**config.mk**
```make
export PLATFORM = sky130hd
export DESIGN_NAME = alu_op_ctrl
export DESIGN_NICKNAME = d
export VERILOG_FILES = /design/src/rtl/alu_op_ctrl.sv
export SDC_FILE = /design/constraint.sdc
export NUM_CORES = 1
export LEC_CHECK = 0
export BUFFER_PORTS_ARGS = -buffer_cell sky130_fd_sc_hd__buf_2
export CAP_MARGIN = 20
export CORE_ASPECT_RATIO = 1.4
export CORE_UTILIZATION = 30
export CTS_CLUSTER_DIAMETER = 40
export DETAILED_ROUTE_END_ITERATION = 6
export MAX_ROUTING_LAYER = met4
export SLEW_MARGIN = 5
export SYNTH_ARGS = -nofsm -noshare
export SYNTH_HDL_FRONTEND = slang
export SYNTH_SLANG_ARGS = --single-unit
export TNS_END_PERCENT = 20
```
**constraint.sdc**
```tcl
create_clock -name clk -period 1.9 [get_ports clk]
set_clock_uncertainty 0.1 [all_clocks]
set_input_delay 0.095 -clock clk [delete_from_list [all_inputs] [get_ports clk]]
set_output_delay 0.095 -clock clk [all_outputs]
set_load 0.005 [all_outputs]
```
**src/rtl/alu_op_ctrl.sv**
```systemverilog
// Sequencing controller for the 32-bit combinational ALU: accepts one request,
// holds the ALU inputs for the per-opcode latency, then returns the captured result.
`timescale 1ns/1ps
module alu_op_ctrl #(
    parameter int MUL_LAT = 4,
    parameter int DIV_LAT = 8,
    parameter int CNT_W   = 16
) (
    input  logic             clk,
    input  logic             rst_n,
    input  logic             req_valid,
    output logic             req_ready,
    input  logic [3:0]       req_opcode,
    input  logic [31:0]      req_a,
    input  logic [31:0]      req_b,
    input  logic             req_cin,
    output logic             alu_en,
    output logic [3:0]       alu_opcode,
    output logic [31:0]      alu_a,
    output logic [31:0]      alu_b,
    output logic             alu_cin,
    output logic             alu_bin,
    input  logic [31:0]      alu_result,
    input  logic             alu_zero,
    input  logic             alu_sign,
    input  logic             alu_carry,
    input  logic             alu_overflow,
    input  logic             alu_parity,
    output logic             rsp_valid,
    input  logic             rsp_ready,
    output logic [31:0]      rsp_result,
    output logic [4:0]       rsp_flags,
    output logic             rsp_err,
    output logic             busy,
    output logic [CNT_W-1:0] op_count
);

    typedef enum logic [1:0] {IDLE, EXEC, DONE} state_t;

    localparam int LAT_MAX = (MUL_LAT > DIV_LAT) ? MUL_LAT : DIV_LAT;
    localparam int HOLD_W  = $clog2(LAT_MAX + 1);

    localparam logic [3:0] OP_ADD = 4'd0;
    localparam logic [3:0] OP_SUB = 4'd1;
    localparam logic [3:0] OP_MUL = 4'd9;
    localparam logic [3:0] OP_DIV = 4'd10;
    localparam logic [3:0] OP_ILL = 4'd15;

    state_t            state, state_nxt;
    logic [HOLD_W-1:0] hold_q;
    logic [HOLD_W-1:0] hold_load;
    logic              accept;
    logic              accept_legal;
    logic              accept_ill;
    logic              finish;
    logic              rsp_fire;

    assign req_ready    = (state == IDLE);
    assign busy         = (state != IDLE);
    assign rsp_valid    = (state == DONE);
    assign accept       = req_valid & req_ready;
    assign accept_ill   = accept & (req_opcode == OP_ILL);
    assign accept_legal = accept & (req_opcode != OP_ILL);
    assign finish       = (state == EXEC) && (hold_q == HOLD_W'(1));
    assign rsp_fire     = rsp_valid & rsp_ready;

    always_comb begin
        if (req_opcode == OP_MUL)      hold_load = HOLD_W'(MUL_LAT);
        else if (req_opcode == OP_DIV) hold_load = HOLD_W'(DIV_LAT);
        else                           hold_load = HOLD_W'(1);
    end

    // NOTE: every signal written here gets a default first so no latch can be inferred.
    always_comb begin
        state_nxt = state;
        unique case (state)
            IDLE:    if (accept)    state_nxt = (req_opcode == OP_ILL) ? DONE : EXEC;
            EXEC:    if (finish)    state_nxt = DONE;
            DONE:    if (rsp_ready) state_nxt = IDLE;
            default:                state_nxt = IDLE;
        endcase
    end

    // NOTE: sequential state uses non-blocking assignments so every flop samples pre-edge values.
    always_ff @(posedge clk or negedge rst_n) begin
        if (!rst_n) state <= IDLE;
        else        state <= state_nxt;
    end

    // The ALU-side registers double as the operand registers; they are only loaded on accept.
    always_ff @(posedge clk or negedge rst_n) begin
        if (!rst_n) begin
            alu_en     <= 1'b0;
            alu_opcode <= '0;
            alu_a      <= '0;
            alu_b      <= '0;
            alu_cin    <= 1'b0;
            alu_bin    <= 1'b0;
            hold_q     <= '0;
        end else if (accept_legal) begin
            alu_en     <= 1'b1;
            alu_opcode <= req_opcode;
            alu_a      <= req_a;
            alu_b      <= req_b;
            alu_cin    <= (req_opcode == OP_ADD) & req_cin;
            alu_bin    <= (req_opcode == OP_SUB) & req_cin;
            hold_q     <= hold_load;
        end else if (state == EXEC) begin
            hold_q <= hold_q - HOLD_W'(1);
            if (finish) begin
                alu_en     <= 1'b0;
                alu_opcode <= '0;
                alu_a      <= '0;
                alu_b      <= '0;
                alu_cin    <= 1'b0;
                alu_bin    <= 1'b0;
            end
        end
    end

    always_ff @(posedge clk or negedge rst_n) begin
        if (!rst_n) begin
            rsp_result <= '0;
            rsp_flags  <= '0;
            rsp_err    <= 1'b0;
        end else if (accept_ill) begin
            rsp_result <= '0;
            rsp_flags  <= '0;
            rsp_err    <= 1'b1;
        end else if (finish) begin
            rsp_result <= alu_result;
            rsp_flags  <= {alu_zero, alu_sign, alu_carry, alu_overflow, alu_parity};
            rsp_err    <= 1'b0;
        end
    end

    always_ff @(posedge clk or negedge rst_n) begin
        if (!rst_n)                            op_count <= '0;
        else if (rsp_fire && (op_count != '1)) op_count <= op_count + CNT_W'(1);
    end

endmodule

```
After elaboration in Yosys (flattened, before gate mapping)
Cells that the tools add are included.

Flip-flop bits (word level): 131. Bits of input ports: 110. Output and inout bits: 128. Word-level logic and storage cells: 68.

$add $sub $neg: 2. Eq/ne operators: 12. Mux-type cells: 26. Bitwise operators: 6. Reduce and logical (&&, ||, !) cells: 10.

Operators by type and width (count): $mux 32 (6); $mux 4 (7); $add 16x1->16 const B (1); $ne 16x16->1 const B (1); $eq 4x4->1 const B (3); $mux 5 (2); $eq 4x1->1 const B (2); $mux 2 (4); $reduce_bool 2->1 (4); $and 1x1->1 (6); $mux 1 (6); $pmux 2 s3 (1); $logic_not 4->1 (1); $ne 2x1->1 const B (2); $ne 4x4->1 const B (1); $sub 4x1->4 const B (1); $reduce_and 3->1 (1); $eq 2x1->1 const B (1); $eq 2x2->1 const B (1); $logic_and 1x1->1 (2); $logic_not 2->1 (1); $ne 2x2->1 const B (1); $reduce_and 2->1 (1).

Logic depth before layout (Yosys ltp)
Word-level depth: 5. Mapped depth: 8. Depth with buffers taken out: 6.

Worst setup path after synthesis
OpenSTA, ideal clock, no wires.

Path kind: register -> register. From: register op_count[0]. To: register op_count[1]. Data arrival time: 1551 ps. Data required time: 1675 ps. Setup slack: 124 ps. Cell stages (with the launch flop): 7. Buffers on the path: 1. Period minus slack after synthesis: 1776 ps. Path through: dfrtp_1 > ha_1 > nand4_2 > nor4_4 > buf_6 > a21oi_4 > mux2_4.

Cells in the longest elaborated chain, start to end: 2.

RTL lines: from (decl) (RTL line 35) `output logic [CNT_W-1:0] op_count`; from (signal assigned) (RTL line 139) `else if (rsp_fire && (op_count != '1)) op_count <= op_count + CNT_W'(1);`; parallel branches: the longest is 2 deep, another holds $add 16x1->16.

Parallel ways; which one is timed is not known. A chain may end at the register's enable or synchronous reset.

Worst setup path after layout
Ends and elaborated chain as after synthesis.

==> impl_metrics.csv <==
group,metric,value,unit
floorplanning,ioPinCount,238,
cells_and_area,layout_commonest_cell,"buf_2",
global_routing,track_usage,17.8,%
pwr,total_power,12.4,mW
global_routing,grt_pass1_vias,5059,
min_path,holdCritStartpoint,"req_valid",
pwr,peakVddDrop,0.821,mV
floorplanning,die_area,0.0182,mm^2
clock_network,htreeDepth,4,
route,drt_iter0_drc,202,
synth,synth_edf_count,0,
route,avgViaCountPerCell,4.66,
outcome,status,"finished clean",
cells_and_area,final_cell_mix,"236 x buf_2, 131 x dfrtp_1, 107 x dlygate4sd3_1, 84 x nand2_1, 68 x a22o_1",
clock_network,clk_pin_slew,60,ps
route,wl_per_cell,14.8,um
global_routing,grt_overflow_total,0,
cells_and_area,final_layout_size_suffix_gt1_share,38.5,%
clock_network,cts_root_buf,"clkbuf_16",
pwr,p_leak,4.40,nW
floorplanning,fp-row-count,57,
synth,ys_ff_latch,131,
floorplanning,die_w,114,um
synth,syn_area_per_cell,12.1,um^2
placement,port_buffers,237,
critical_path,cp.required,2080,ps
critical_path,end_kind,"register",
sta,worstMarginPinSlew,483,ps
sta,finalSetupViolations,0,
synth,syn_nets,553,
sta,drv_slew,0,
floorplanning,start_util,30.6,%
clock_network,clkSinkCount,131,
critical_path,reg2reg_slack,110,ps
placement,placed_area,0.00684,mm^2
placement,gp_congestion,0.756,
placement,dpl.hpwl,9630,um
global_routing,grt_pass1_wl,25000,um
sta,hold_ws,68.3,ps
route,vias,4858,
synth,ys_warn_count,0,
critical_path,critical_path_class,"reg2reg",
clock_network,cts.path.max_buffers,2,
sta,min_period_over_period,94.3,%
clock_network,cts_buffers,17,
sta,hold_viol,0,
route,drtAntennaViolNets,0,
synth,synth_cell_types,52,
synth,syn_area,0.00530,mm^2
min_path,hp-class,"in2reg",
sta,period_needed,1790,ps
route,drt-total-wl,15400,um
sta,max_freq,558,MHz
min_path,min_to,"alu_en$_DFFE_PN0P_",
synth,synth_seq_area_share,61.8,%
synth,synth_flop_cell,"dfrtp_1",
cells_and_area,syn2layout_area_growth,61.5,%
cells_and_area,postLayoutCellArea,0.00857,mm^2
min_path,hold_depth,3,
clock_network,clk-insertion-delay-late,400,ps
global_routing,antenna_found_initial,1,
clock_network,tritoncts,"yes",
route,first_pass_iters,4,
sta,setup_ws,108,ps
critical_path,rr_worst_depth,6,
route,drcViolationCount,0,
floorplanning,dieHeight,159,um
pwr,powerDensity,1450,mW/mm^2
sta,rsz0062_at_grt,"no",
synth,syn_inst,440,
sta,maxSlewHeadroom,67.8,%
sta,tns,0,ps
floorplanning,fp.coreArea,0.0173,mm^2
cells_and_area,final_nets,905,
global_routing,grt_start_max_net_pins,79,
synth,synthArstFlopShare,100,%
critical_path,rr_startpoint,"op_count[0]$_DFFE_PN0P_",
critical_path,timing.rr.end,"op_count[1]$_DFFE_PN0P_",
placement,dp_slack,18.3,ps
critical_path,start_kind,"register",
critical_path,cp.arrival,1970,ps
clock_network,postCtsSetupBuffers,0,
critical_path,path_max_fanout,6,
job,drv_cap,0,
final cells by class:
cell class | count | area (um^2)
multi-input cells | 270 | 1840
diodes | 1 | 2.50
clock buffers | 18 | 439
well taps | 236 | 295
fillers | 1543 | 8760
clock inverters | 14 | 178
repair buffers | 363 | 2500
inverters | 9 | 33.8
flip-flops and latches | 131 | 3280
cell usage after synthesis (3+ instances only):
library cell,instances,area [um^2]
a211oi_1,6,45.0
a21oi_1,37,185
a22o_1,68,596
and3_1,3,18.8
buf_2,12,60.1
buf_4,4,30.0
buf_6,3,33.8
clkbuf_1,11,41.3
dfrtp_1,131,3280
ha_1,3,37.5
inv_1,9,33.8
nand2_1,84,315
nand3_1,3,15.0
nor2_1,5,18.8
xnor2_1,5,43.8
xor2_1,14,123
report_power, final:
part	internal [mW]	switching, mW
registers	3.92	0.663
logic	2.27	2.13
clock network	2.12	1.30
critical path, stage by stage, from the launching register on:
cell	delay, ps
dfrtp_1	360
ha_2	210
nand4_2	150
nor4_4	310
buf_6	190
a21oi_4	70
mux2_4	290
stage by stage:
step | utilization [%] | std cells
after floorplan | - | 440
after global placement | 39.5 | 901
after detailed placement | 39.5 | 901
after CTS | 49.2 | 1040
after global routing | 49.4 | 1042
final | 49.4 | 1042
cells by family (layout without fill, tap and decap cells):
family                   count (synthesis)  count (layout)  share of synthesized area, %
flip-flops                             131             131                          61.8
AO/OA/AOI/OAI                          125             125                          18.4
AND/OR/NAND/NOR                        122             122                          11.9
buffers and inverters                   39             404                          3.75
XOR/XNOR                                19              19                          3.14
adder cells (fa/ha/maj)                  3               3                         0.708
multiplexers                             1               1                         0.283
other                                    0               1                             0
registers in the layout, summed over array words and instances, names as in the netlist, 2 cells and up:
name / flops
alu_a: 32
alu_b: 32
alu_opcode: 4
hold_q: 4
op_count: 16
rsp_flags: 5
rsp_result: 32
state: 2
how the worst max path moves through the flow:
stage | startpoint | end | slack (ps) | cells after the start
2_1_floorplan | op_count[0]$_DFFE_PN0P_ | op_count[1]$_DFFE_PN0P_ | 120 | 6
5_1_grt | op_count[0]$_DFFE_PN0P_ | op_count[1]$_DFFE_PN0P_ | 3 | 6
3_3_place_gp | hold_q[1]$_DFFE_PN0P_ | alu_a[30]$_DFFE_PN0P_ | 80 | 7
6_report | op_count[0]$_DFFE_PN0P_ | op_count[1]$_DFFE_PN0P_ | 110 | 6
3_5_place_dp | hold_q[1]$_DFFE_PN0P_ | alu_b[29]$_DFFE_PN0P_ | 20 | 7
4_1_cts | op_count[0]$_DFFE_PN0P_ | op_count[12]$_DFFE_PN0P_ | 40 | 6
timing repair:
action | in CTS | in global routing
pin swaps | 0 | 1
setup endpoints to repair | 60 | 44
gates cloned | 0 | 1
gates resized for setup | 1 | 2
hold endpoints to repair | 211 | 0
hold buffers | 107 | 0
metal layers:
metal / vias to the layer above / wire length (um) / part of all wire, % / track usage, %
met5: - / 0 / 0 / -
met4: 0 / 416 / 2.7 / 7.20
met3: 34 / 665 / 4.3 / 3.65
met2: 172 / 7840 / 51 / 29.3
met1: 2381 / 6510 / 42 / 21.0
li1: 2271 / - / - / -
Note: power is estimated with default switching activity, not from simulation.
